$ cat src/rtl/logic_capture_ctrl.sv
`default_nettype none
// ============================================================================
// logic_capture_ctrl: sample-rate divider, mask/value trigger and capture
// sequencer feeding logic_capture_fifo.   Rev 1.0
// ============================================================================
module logic_capture_ctrl #(
  parameter int DIV_W = 16
) (
  input  logic             clk_i,
  input  logic             rst_i,
  input  logic             cfg_enable_i,
  input  logic [DIV_W-1:0] cfg_clk_div_i,
  input  logic [31:0]      cfg_trig_mask_i,
  input  logic [31:0]      cfg_trig_value_i,
  input  logic             cfg_trig_edge_i,
  input  logic [31:0]      cfg_samples_i,
  input  logic [31:0]      input_i,
  output logic [31:0]      fifo_data_o,
  output logic             fifo_push_o,
  input  logic             fifo_accept_i,
  output logic [1:0]       status_state_o,
  output logic             status_triggered_o,
  output logic             status_overflow_o,
  output logic [31:0]      status_count_o
);

  localparam logic [1:0] C_IDLE    = 2'd0;
  localparam logic [1:0] C_ARMED   = 2'd1;
  localparam logic [1:0] C_CAPTURE = 2'd2;
  localparam logic [1:0] C_DONE    = 2'd3;

  logic [1:0]       state_q, state_d;
  logic [DIV_W-1:0] div_q, div_d;
  logic [DIV_W-1:0] div_cnt_q, div_cnt_d;
  logic [31:0]      mask_q, mask_d;
  logic [31:0]      value_q, value_d;
  logic             edge_q, edge_d;
  logic [31:0]      samples_q, samples_d;
  logic             prev_match_q, prev_match_d;
  logic [31:0]      count_q, count_d;
  logic             triggered_q, triggered_d;
  logic             overflow_q, overflow_d;
  logic [31:0]      fifo_data_q, fifo_data_d;
  logic             fifo_push_q, fifo_push_d;

  logic        w_running;
  logic        w_strobe;
  logic        w_match;
  logic        w_trig;
  logic        w_last;
  logic [31:0] w_count_inc;

  always_comb begin
    w_running   = (state_q == C_ARMED) || (state_q == C_CAPTURE);
    w_strobe    = w_running && (div_cnt_q == div_q);
    w_match     = ((input_i ^ value_q) & mask_q) == 32'd0;
    w_trig      = edge_q ? (w_match && !prev_match_q) : w_match;
    w_count_inc = (count_q == 32'hFFFF_FFFF) ? count_q : count_q + 32'd1;
    // Sample that completes the programmed run; 0 means continuous.
    w_last      = (samples_q != 32'd0) &&
                  (({1'b0, count_q} + 33'd1) == {1'b0, samples_q});

    state_d      = state_q;
    div_d        = div_q;
    mask_d       = mask_q;
    value_d      = value_q;
    edge_d       = edge_q;
    samples_d    = samples_q;
    prev_match_d = prev_match_q;
    count_d      = count_q;
    triggered_d  = triggered_q;
    overflow_d   = overflow_q;
    fifo_data_d  = fifo_data_q;
    fifo_push_d  = 1'b0;
    div_cnt_d    = w_running ? (w_strobe ? '0 : div_cnt_q + 1'b1) : '0;

    if (fifo_push_q && !fifo_accept_i) begin
      overflow_d = 1'b1;
    end

    case (state_q)
      C_IDLE: begin
        if (cfg_enable_i) begin
          state_d      = C_ARMED;
          div_d        = cfg_clk_div_i;
          mask_d       = cfg_trig_mask_i;
          value_d      = cfg_trig_value_i;
          edge_d       = cfg_trig_edge_i;
          samples_d    = cfg_samples_i;
          prev_match_d = 1'b0;
          count_d      = 32'd0;
          triggered_d  = 1'b0;
          overflow_d   = 1'b0;
        end
      end
      C_ARMED: begin
        if (!cfg_enable_i) begin
          state_d = C_IDLE;
        end else if (w_strobe) begin
          prev_match_d = w_match;
          if (w_trig) begin
            triggered_d = 1'b1;
            fifo_push_d = 1'b1;
            fifo_data_d = input_i;
            count_d     = w_count_inc;
            state_d     = w_last ? C_DONE : C_CAPTURE;
          end
        end
      end
      C_CAPTURE: begin
        if (!cfg_enable_i) begin
          state_d = C_IDLE;
        end else if (w_strobe) begin
          fifo_push_d = 1'b1;
          fifo_data_d = input_i;
          count_d     = w_count_inc;
          if (w_last) begin
            state_d = C_DONE;
          end
        end
      end
      default: begin
        if (!cfg_enable_i) begin
          state_d = C_IDLE;
        end
      end
    endcase
  end

  always_ff @(posedge clk_i) begin
    if (rst_i) begin
      state_q      <= C_IDLE;
      div_q        <= '0;
      div_cnt_q    <= '0;
      mask_q       <= 32'd0;
      value_q      <= 32'd0;
      edge_q       <= 1'b0;
      samples_q    <= 32'd0;
      prev_match_q <= 1'b0;
      count_q      <= 32'd0;
      triggered_q  <= 1'b0;
      overflow_q   <= 1'b0;
      fifo_data_q  <= 32'd0;
      fifo_push_q  <= 1'b0;
    end else begin
      state_q      <= state_d;
      div_q        <= div_d;
      div_cnt_q    <= div_cnt_d;
      mask_q       <= mask_d;
      value_q      <= value_d;
      edge_q       <= edge_d;
      samples_q    <= samples_d;
      prev_match_q <= prev_match_d;
      count_q      <= count_d;
      triggered_q  <= triggered_d;
      overflow_q   <= overflow_d;
      fifo_data_q  <= fifo_data_d;
      fifo_push_q  <= fifo_push_d;
    end
  end

  assign fifo_data_o        = fifo_data_q;
  assign fifo_push_o        = fifo_push_q;
  assign status_state_o     = state_q;
  assign status_triggered_o = triggered_q;
  assign status_overflow_o  = overflow_q;
  assign status_count_o     = count_q;

endmodule
`default_nettype wire

$ cat config.mk
export PLATFORM = sky130hd
export DESIGN_NAME = logic_capture_ctrl
export DESIGN_NICKNAME = d
export VERILOG_FILES = /design/src/rtl/logic_capture_ctrl.sv
export SDC_FILE = /design/constraint.sdc
export NUM_CORES = 1
export LEC_CHECK = 0
export ABC_AREA = 0
export CAP_MARGIN = 0
export CORE_ASPECT_RATIO = 2
export CORE_MARGIN = 4
export CORE_UTILIZATION = 45
export DETAILED_ROUTE_END_ITERATION = 6
export GPL_TIMING_DRIVEN = 1
export HOLD_SLACK_MARGIN = 0.03
export PLACE_DENSITY = 0.87
export SLEW_MARGIN = 20
export SYNTH_ARGS = -nofsm -noshare
export SYNTH_HDL_FRONTEND = slang
export SYNTH_SLANG_ARGS = --single-unit
$ cat constraint.sdc
create_clock -name clk_i -period 2.9 [get_ports clk_i]
set_input_delay 0.435 -clock clk_i [delete_from_list [all_inputs] [get_ports clk_i]]
set_output_delay 0.435 -clock clk_i [all_outputs]
set_load 0.02 [all_outputs]
### Word-level counts from Yosys, hierarchy flattened

Cells that the tools add are included.

* bits in registers: 199
* word-level logic and storage cells: 97

* equality and inequality tests: 16
* mux-type cells: 42
* add/sub/neg operators: 3
* reductions and logical operators: 20
* bitwise gates (word level): 3

Operators with widths (count)
* $mux 32: 12
* $pmux 32 s3: 1
* $pmux 32 s2: 1
* $add 32x1->33 const B: 1
* $eq 33x32->1: 1
* $add 32x1->32 const B: 1
* $and 32x32->32: 1
* $eq 32x32->1 const B: 1
* $logic_not 32->1: 1
* $reduce_bool 32->1: 1
* $xor 32x32->32: 1
* $add 16x1->16 const B: 1
* $eq 16x16->1: 1
* $mux 1: 16
* $mux 2: 8
* $ne 2x2->1 const B: 6
* $ne 3x3->1 const B: 4
* $reduce_and 6->1: 2
* $reduce_and 7->1: 1
* $pmux 1 s2: 3
* $pmux 2 s3: 1
* $reduce_and 5->1: 1
* $logic_and 1x1->1: 4
* $ne 4x1->1 const B: 1
* other kinds (11): 13

### Longest topological paths before layout

Gate-level depths: netlist of the first run.

* depth after elaboration: 9
* mapped depth: 13
* gate-level depth less buffers: 10

### Worst setup path after synthesis of the first run

Ideal clock, no wire load.

* kind: register to register
* start point: register count_q[0] (netlist: status_count_o[0])
* end point: register state_q[0] (netlist: status_state_o[0])
* cell stages (with the launch flop): 14
* setup slack: -0.197 ns
* required time: 2.812 ns
* data arrival time: 3.009 ns
* cells stage by stage: dfxtp_1 > ha_1 > and3_1 > buf_2 > and3_1 > clkbuf_1 > and2_1 > buf_2 > a211oi_1 > nand4_1 > or4_4 > o211ai_2 > a21oi_1 > a311oi_2

* cells in the longest elaborated chain, start to end: 8
* elaborated cells on any way between the ends: 10

RTL lines
* from (decl): line 40 `logic [31:0] count_q, count_d;`
* from (signal assigned): line 154 `count_q <= count_d;`
* $add 32x1->33 *: line 61 `(({1'b0, count_q} + 33'd1) == {1'b0, samples_q});`
* $eq 33x32->1 *: line 61
* $logic_and 1x1->1 *: line 60 `w_last = (samples_q != 32'd0) &&`
* $mux 1: line 106 `state_d = w_last ? C_DONE : C_CAPTURE;`
* $mux 2: line 101 `if (w_trig) begin`
* $mux 2: line 99 `end else if (w_strobe) begin`
* $mux 2: line 97 `if (!cfg_enable_i) begin`
* $pmux 2 s3: line 81 `case (state_q)`
* to (signal assigned): line 146 `state_q <= state_d;`
* to (decl): line 32 `logic [1:0] state_q, state_d;`

Mark *: on every way between the ends. The rest lies on a longest branch, timed or not. The select of a mux whose other input is x is not followed.
A chain may end at the register's enable or synchronous reset.

### Worst setup path after layout of the first run

* start point: register count_q[7] (netlist: status_count_o[7])
* end point: register state_q[0] (netlist: status_state_o[0])

The elaborated chain is that of the path after synthesis.

==> impl_metrics.csv, run 1 <==
group,metric,value,unit
status,run_status,"finished, violations left",
status,violations,"negative setup slack",
placed_design,io_buffers,217,
timing,period_needed,3000,ps
final_layout,fin_nets,1601,
cts,cts_tree,"done",
placed_design,hpwl,23400,um
job,max_cap_viol_count,0,
worst_setup_path,critPathLaunchType,"register",
synth,yosysTopAreaCell,"dfxtp_1",
detailed_routing,vias,9629,
cts,cts-htree-levels,4,
worst_setup_path,path_cells,"nand3_4, or4_4, buf_6, o21a_1, nor3_2, o211ai_1, or4_4, o211ai_4, and2_4, a311oi_2",
synth,ys.flop_type,"dfxtp_1",
synth,avgSynthCellArea,7.92,sq um
cts,clockRootBuffer,"clkbuf_16",
synth,synth_edf_count,0,
final_layout,fillCellCount,1708,
placed_design,numPlacedInstances,1683,
worst_setup_path,cp_max_fo,4,
worst_setup_path,cpPeakStageDelay,570,ps
global_route,grt_max_degree,132,
timing,setup_viol,2,
timing,slew_violations,0,
timing,fmaxAchievable,334,MHz
power,ir_drop,0.609,mV
global_route,grt_pass1_wl,49100,um
timing,rsz0062_at_grt,"yes",
timing,max_slew.worst_pin.slew,874,ps
global_route,grt_pass1_vias,9732,
synth,ys_seq_area_frac,0.420,
timing,finalHoldViolations,0,
min_path,hold_class,"in -> reg",
synth,yosysTopAreaCellShare,0.420,
synth,synth_common_cells,"nand2_1 (257), dfxtp_1 (199), a21oi_1 (164), nor2_1 (81), clkbuf_1 (66)",
power,p_leak,0.00498,uW
timing,whs,218,ps
power,p_total,8830,uW
synth,yosysUniqueCellTypes,57,
synth,ys_warn_count,0,
detailed_routing,first_iter_violations,659,
cts,clkTransAtPathRegs,70,ps
final_layout,drive_gt1_frac,0.136,
worst_setup_path,crit_arrival,3310,ps
cts,clk_latency,440,ps
synth,synth.most_common_cell,"nand2_1",
final_layout,stdcell_count,1728,
detailed_routing,drtAntennaViolNets,0,
synth,synth_nets,1351,
worst_setup_path,crit_path_end_kind,"register",
final_layout,areaGrowthSynthToFinish,40.9,%
worst_setup_path,criticalPathCategory,"reg -> reg",
worst_setup_path,required,3210,ps
detailed_routing,avgViaCountPerCell,5.57,
timing,period_share,1.03,
timing,setup_ws,-98.2,ps
global_route,grt_overflow_total,0,
floorplan,initial_core_util,0.461,
floorplan,die_y,213,um
floorplan,die_area,23600,sq um
worst_setup_path,crit_path_frequent_cell,"or4_4",
global_route,track_usage,0.262,
timing,max_slew_margin,0.417,
placed_design,gp_congestion,0.939,
worst_setup_path,crit_slowest_cell,"or4_4",
synth,synth_area_leaders,"dfxtp_1 (42%), nand2_1 (10%), a21oi_1 (8.7%)",
floorplan,row_count,74,
timing,finalClockSkew,7.78,ps
cts,hold_buffers,0,
cts,cts-buffers-inserted,17,
global_route,antenna_found_initial,3,
cts,clockBufferDepth,2,
synth,syn_inst,1196,
detailed_routing,drt-total-wl,32000,um
synth,synth_area,9480,sq um
synth,synth_seq_cells,199,
placed_design,pre_cts_slack,-420,ps
detailed_routing,first_pass_iters,5,
power,power.density,661,nW/um^2
synth,synthArstFlopShare,0,
floorplan,die_w,111,um
floorplan,core,20600,sq um
detailed_routing,drc,0,
detailed_routing,routedWlPerCell,18.5,um
cts,cts_sinks,199,
floorplan,ios,218,
-- path summary, 6_finish.rpt --
| check | start | to | slack (ps) | cells past startpoint |
|---|---|---|---|---|
| min reg2reg | mask_q[3] | mask_q[3] | 460 | 2 |
| max reg2reg | status_count_o[7] | status_state_o[0] | -100 | 10 |
| min | rst_i | status_count_o[2] | 220 | 2 |
| max | status_count_o[7] | status_state_o[0] | -100 | 10 |
-- flip-flops by register name (all words and copies together), names as in the netlist --
signal / flops
status_triggered_o: 1
div_q: 16
samples_q: 32
prev_match_q: 1
edge_q: 1
fifo_data_o: 32
mask_q: 32
status_overflow_o: 1
fifo_push_o: 1
status_count_o: 32
status_state_o: 2
value_q: 32
div_cnt_q: 16
-- routing by layer --
metal,GRT usage,up-vias,wire length (um)
met5,0,-,0
met4,0.187,0,2190
met3,0.0425,120,1670
met2,0.513,427,17800
met1,0.241,4492,10300
li1,-,4590,-
-- worst max-delay path, delay by kind of cell (launching register included) --
| kind | cells | cell delay, ps |
|---|---|---|
| AOI/OAI and AO/OA | 4 | 720 |
| buffers and inverters | 1 | 140 |
| DFF | 1 | 350 |
| and+or+nand+nor | 5 | 1660 |
-- cell families (layout without fill, tap and decap cells) --
| family | count (synthesis) | in the layout | synth area share |
|---|---|---|---|
| xor gates and xnor gates | 106 | 106 | 0.0980 |
| and+or+nand+nor | 502 | 502 | 0.245 |
| AOI/OAI and AO/OA | 254 | 254 | 0.152 |
| muxes | 37 | 37 | 0.0391 |
| other | 0 | 3 | 0 |
| DFF | 199 | 199 | 0.420 |
| adders and majority gates | 6 | 6 | 0.00792 |
| buffers and inverters | 92 | 355 | 0.0382 |
-- placed cells by master (no fill, tap or decap), types with 17 or more instances in the layout --
cell type,netlist,final
a22oi_1,18,18
nand4_1,21,21
mux2i_1,37,37
dfxtp_1,199,180
nand2_1,257,256
nand3_1,28,28
clkdlybuf4s50_1,0,215
nor2_1,81,80
buf_4,1,83
clkbuf_16,0,17
xnor2_1,48,44
a21oi_1,164,157
or3_1,25,23
o21ai_0,40,40
xor2_1,58,58
-- final cells by class --
type | instances | area, sq um | area share
well taps | 266 | 333 | 0.0249
inverters | 11 | 41.3 | 0.00309
multi-input cells | 905 | 5350 | 0.401
flip-flops and latches | 199 | 4020 | 0.301
clock inverters | 13 | 174 | 0.0130
clock buffers | 19 | 443 | 0.0332
diodes | 3 | 7.51 | 0.000562
repair buffers | 312 | 2990 | 0.224
-- through the flow --
step	cell area [sq um]	setup TNS, ps	util
finish	13400	-157	0.650
CTS	13100	0	0.639
floorplan	9520	0	-
global route	13400	-400	0.650
global placement	12400	-17340	0.604
detailed placement	12400	-19700	0.604
-- repair_timing --
action,CTS,global route
endpoints found under the hold margin,0,0
setup endpoints to repair,4,45
pin swaps,0,13
gates cloned,0,0
buffers inserted,0,10
gates resized for setup,18,39
-- report_power, final --
part           internal [uW]  switching [uW]  total (uW)  leakage (uW)
registers               3090             265        3350       0.00163
logic                   1320            1680        3000       0.00306
clock network           1390            1090        2480      0.000290
(Power assumes the default switching activity.)
==> run 2: changes to the inputs <==
- SETUP_SLACK_MARGIN: not set -> 0.4
==> impl_metrics.csv, run 2 (synthesis results as in run 1) <==
group,metric,value,unit
min_path,hold_depth,3,
placed_design,gp_congestion,0.995,
cts,cts-htree-levels,4,
global_route,grt_overflow_total,0,
floorplan,ios,218,
floorplan,initial_core_util,0.461,
timing,fmaxAchievable,331,MHz
placed_design,hpwl,23500,um
worst_setup_path,cpPeakStageDelay,560,ps
global_route,grt_pass1_wl,51300,um
timing,setup_ws,-119,ps
detailed_routing,first_iter_violations,631,
cts,cts_tree,"done",
placed_design,place_area,12400,sq um
floorplan,row_count,74,
global_route,track_usage,0.276,
cts,cts-buffers-inserted,17,
status,run_status,"finished, violations left",
cts,clkTransAtPathRegs,80,ps
global_route,grt_max_degree,115,
timing,setup_viol,3,
detailed_routing,drc,0,
final_layout,drive_gt1_frac,0.160,
final_layout,layout_commonest_cell,"nand2_1",
cts,clockBufferDepth,2,
timing,max_slew.worst_pin.slew,902,ps
timing,period_share,1.04,
worst_setup_path,worst_r2r_path_depth,11,
power,p_total,9520,uW
worst_setup_path,crit_path_frequent_cell,"buf_4",
final_layout,final_cell_mix,"nand2_1 (255), clkdlybuf4s50_1 (215), dfxtp_1 (173), a21oi_1 (150), nor2_1 (80)",
worst_setup_path,required,3190,ps
final_layout,final_design_area_no_fill,13800,sq um
global_route,antenna_found_initial,1,
worst_setup_path,crit_arrival,3310,ps
detailed_routing,vias,10033,
cts,cts_sinks,199,
timing,period_needed,3020,ps
power,power.density,691,nW/um^2
worst_setup_path,cp_max_fo,7,
power,p_leak,0.00514,uW
status,violations,"negative setup slack",
floorplan,die_y,213,um
global_route,grt_pass1_vias,10032,
detailed_routing,first_pass_iters,5,
timing,finalClockSkew,13.9,ps
detailed_routing,routedWlPerCell,19.9,um
worst_setup_path,critPathLaunchType,"register",
floorplan,die_area,23600,sq um
worst_setup_path,criticalPathCategory,"reg -> reg",
timing,max_slew_margin,0.399,
job,max_cap_viol_count,0,
final_layout,areaGrowthSynthToFinish,45.5,%
power,ir_drop,0.581,mV
min_path,hold_class,"in -> reg",
timing,finalHoldViolations,0,
worst_setup_path,crit_path_end_kind,"register",
detailed_routing,avgViaCountPerCell,5.78,
detailed_routing,drt-total-wl,34600,um
final_layout,fin_nets,1611,
cts,clockRootBuffer,"clkbuf_16",
worst_setup_path,path_cells,"nand4_4, buf_4, nor3_1, nor2b_1, nor4_2, buf_4, nand4_1, or4_4, o211ai_4, and2_4, a311oi_2",
timing,rsz0062_at_grt,"yes",
timing,slew_violations,0,
detailed_routing,drtAntennaViolNets,0,
final_layout,fillCellCount,1593,
cts,clk_latency,440,ps
worst_setup_path,crit_slowest_cell,"or4_4",
placed_design,io_buffers,217,
floorplan,die_w,111,um
floorplan,core,20600,sq um
run 2: cell count changes in the layout (fill, tap and decap cells not counted), moves of 7 or more:
cell | before | now
o21ai_0 | 40 | 14
o21ai_1 | 0 | 23
a21oi_1 | 157 | 150
a21oi_2 | 7 | 14
buf_16 | 0 | 7
buf_4 | 83 | 76
dfxtp_1 | 180 | 173
run 2: path summary, 6_finish.rpt:
path,from,to,slack [ps]
hold reg to reg,div_cnt_q[0],div_cnt_q[0],450
setup / recovery,status_count_o[16],status_state_o[0],-120
setup reg to reg,status_count_o[16],status_state_o[0],-120
hold / removal,input_i[22],fifo_data_o[22],390
run 2: final cells by class:
type                            instances  area, sq um  share of cell area
Tap cell                              266          333              0.0241
Antenna cell                            2         5.00            0.000363
Inverter                               11         41.3             0.00300
Multi-Input combinational cell        905         5480               0.398
Clock buffer                           19          464              0.0337
Clock inverter                         13          140              0.0102
Sequential cell                       199         4040               0.293
Timing Repair Buffer                  322         3280               0.238
run 2: layer usage:
layer	wire, um	part of all wire	track usage	up-vias
met5	0	0	0	-
met4	3090	0.089	0.238	0
met3	2390	0.069	0.0632	199
met2	18300	0.53	0.513	536
met1	10800	0.31	0.249	4686
li1	-	-	-	4612
run 2: timing repair:
item | in CTS | in global routing
gates resized for setup | 71 | 45
cloned | 8 | 1
pin swaps | 42 | 27
setup endpoints to repair | 66 | 66
hold buffers | 0 | 0
setup buffers | 12 | 5
run 2: worst max-delay path: cells and delay by family, from the launching register on:
family          cells  cell delay (ps)
buf+inv             2              360
compound gates      2              290
flops               1              360
simple gates        7             1860
run 2: where the power goes:
| part | total [uW] | internal [uW] | switching [uW] |
|---|---|---|---|
| clock | 2440 | 1350 | 1090 |
| sequential | 3390 | 3090 | 297 |
| combinational | 3690 | 1730 | 1960 |
run 2: per-stage QoR:
stage               utilization  hold slack, ps  cells  setup TNS [ps]  setup WS, ps
global placement          0.605             441   1677          -12990          -311
CTS                       0.658             428   1729           -38.2         -27.4
global route              0.670             417   1736           -2340          -160
detailed placement        0.605             448   1677          -17600          -372
finish                    0.671             386   1737            -269          -119
floorplan                     -             436   1196               0          55.1
==> RTL edit: new RTL, config.mk and constraints of run 2 <==
Set the parameter `DIV_W` to 18 (it was 16).
--- a/src/rtl/logic_capture_ctrl.sv
+++ b/src/rtl/logic_capture_ctrl.sv
@@ -4,7 +4,7 @@
 // sequencer feeding logic_capture_fifo.   Rev 1.0
 // ============================================================================
 module logic_capture_ctrl #(
-  parameter int DIV_W = 16
+  parameter int DIV_W = 18
 ) (
   input  logic             clk_i,
   input  logic             rst_i,
Interface: changed (resized cfg_clk_div_i); port bits go from 218 to 220. No check against the original RTL was run, so the function may have changed too.
==> RTL edit against run 2 <==
- maximum frequency down 3.6%
- non-clock buffer count increased by 41
- cell area grew 3.3%
- first-iteration DRC count rose by 14%
- worst setup slack lost 0.11 ns
- highest routed layer unchanged
- synthesized area is 1.9% higher
- sequential cell count is 4 higher
- wire length grew 5.0%
- global-route usage increased by 0.88 points
- the flow still finishes with violations (negative setup slack)
- critical path type unchanged
Power is not compared: it rests on default switching activity, and its combinational part moved more than twofold at a synthesized area within 25%.
==> RTL edit: results <==
{
  "insertion_delay_ns": 0.50,
  "yosys-top-cells-area": "sky130_fd_sc_hd__dfxtp_1 42%, sky130_fd_sc_hd__nand2_1 10%, sky130_fd_sc_hd__a21oi_1 8.1%",
  "run_status": "complete, but fails checks",
  "port_buffers": 219,
  "violations_in_the_final_reports": "negative setup slack",
  "route.detailed.wl_per_inst_um": 20.10,
  "place.detailed.instances": 1744,
  "cpPeakStageDelay_ns": 0.54,
  "vias_per_cell": 5.725,
  "finalSetupViolCount": 2,
  "worstPathArrival_ns": 3.53,
  "count_of_fill_cells_added_during_filler_insertion": 1612,
  "antenna_found_initial": 2,
  "stdcell_count": 1805,
  "post-route-worst-setup-slack_ns": -0.2318,
  "critical_path.reg2reg.endpoint": "status_state_o[1]$_SDFFE_PP0P_",
  "cts_inserted_buffers": 20,
  "min_from": "input_i[10]",
  "grt_start_max_net_pins": 84,
  "postSynthAreaPerCell_um2": 7.914,
  "synthesis.nets": 1377,
  "crit_path_max_fanout": 4,
  "cts_max_level": 1,
  "drt_pass1_iterations": 6,
  "pre_cts_slack_ns": -0.5154,
  "reg2reg_path_depth": 9,
  "hold-worst-slack_ns": 0.3834,
  "dp_hpwl_um": 25600,
  "layout_cells_sized_above_1": 0.1739,
  "grt_pass1_vias": 10638,
  "reg2reg_from": "status_count_o[10]$_SDFFE_PP0P_",
  "postPlaceCellArea_um2": 12940,
  "first_iter_violations": 720,
  "netlist-cell-type-count": 60,
  "synthTopCellsByCount": "265 x sky130_fd_sc_hd__nand2_1, 203 x sky130_fd_sc_hd__dfxtp_1, 156 x sky130_fd_sc_hd__a21oi_1"
}
## RTL edit: changes by cell type after synthesis, moves of 5 or more
cell,change
sky130_fd_sc_hd__a21oi_1,-8
sky130_fd_sc_hd__and2_1,-5
sky130_fd_sc_hd__clkbuf_1,+10
sky130_fd_sc_hd__inv_1,+6
sky130_fd_sc_hd__nand2_1,+8
sky130_fd_sc_hd__nand3_1,-11
sky130_fd_sc_hd__nand4_1,+13
sky130_fd_sc_hd__nor2_1,+10
sky130_fd_sc_hd__or3_1,-6
sky130_fd_sc_hd__or4_1,+14
## RTL edit: what timing repair did
| action | in CTS | in global routing |
|---|---|---|
| endpoints found under the hold margin | 0 | 0 |
| cloned | 5 | 1 |
| gates resized for setup | 62 | 32 |
| buffers inserted | 14 | 4 |
| pin swaps | 46 | 18 |
| setup endpoints to repair | 67 | 107 |
## RTL edit: cells by family after synthesis
| group | after synthesis | share of synthesized area |
|---|---|---|
| adders and majority gates | 6 | 0.007775 |
| buffers and inverters | 100 | 0.04004 |
| AOI/OAI and AO/OA | 264 | 0.1574 |
| muxes | 36 | 0.03745 |
| DFF | 203 | 0.4209 |
| and+or+nand+nor | 509 | 0.2439 |
| xor gates and xnor gates | 102 | 0.09252 |
## RTL edit: worst max-delay path by stage
stage,startpoint,endpoint,slack (ns)
finish,status_count_o[10]$_SDFFE_PP0P_,status_state_o[1]$_SDFFE_PP0P_,-0.23
global route,status_count_o[17]$_SDFFE_PP0P_,status_state_o[1]$_SDFFE_PP0P_,-0.30
CTS,status_count_o[1]$_SDFFE_PP0P_,status_state_o[1]$_SDFFE_PP0P_,-0.23
detailed placement,input_i[21],status_count_o[3]$_SDFFE_PP0P_,-0.52
global placement,input_i[21],status_count_o[16]$_SDFFE_PP0P_,-0.54
floorplan,status_count_o[10]$_SDFFE_PP0P_,status_state_o[1]$_SDFFE_PP0P_,-0.21
## RTL edit: power breakdown
part	internal, mW	total (mW)	switching [mW]
sequential	2.96	3.11	0.142
clock	1.48	2.57	1.09
combinational	0.792	1.67	0.877
total	5.23	7.34	2.11
## RTL edit: layout make-up
class	count	share of cell area
well taps	269	0.02365
flip-flops and latches	203	0.2887
diodes	1	0.0001758
inverters	16	0.004220
repair buffers	363	0.2477
clock buffers	32	0.04123
multi-input cells	917	0.3912
clock inverters	4	0.003165
## RTL edit: routing by layer
layer	vias to the layer above	GRT usage	wire (µm)
met2	485	0.5417	19360
met4	0	0.2176	3208
met3	173	0.06023	2410
li1	4808	-	-
met1	4868	0.2543	11300
met5	-	0	0
## RTL edit: critical path: cells and delay by family (launching register included)
kind                   cells  cell delay, ns
muxes                      1            0.33
DFF                        1            0.35
and+or+nand+nor            5            1.71
buffers and inverters      1            0.18
AOI/OAI and AO/OA          2            0.46
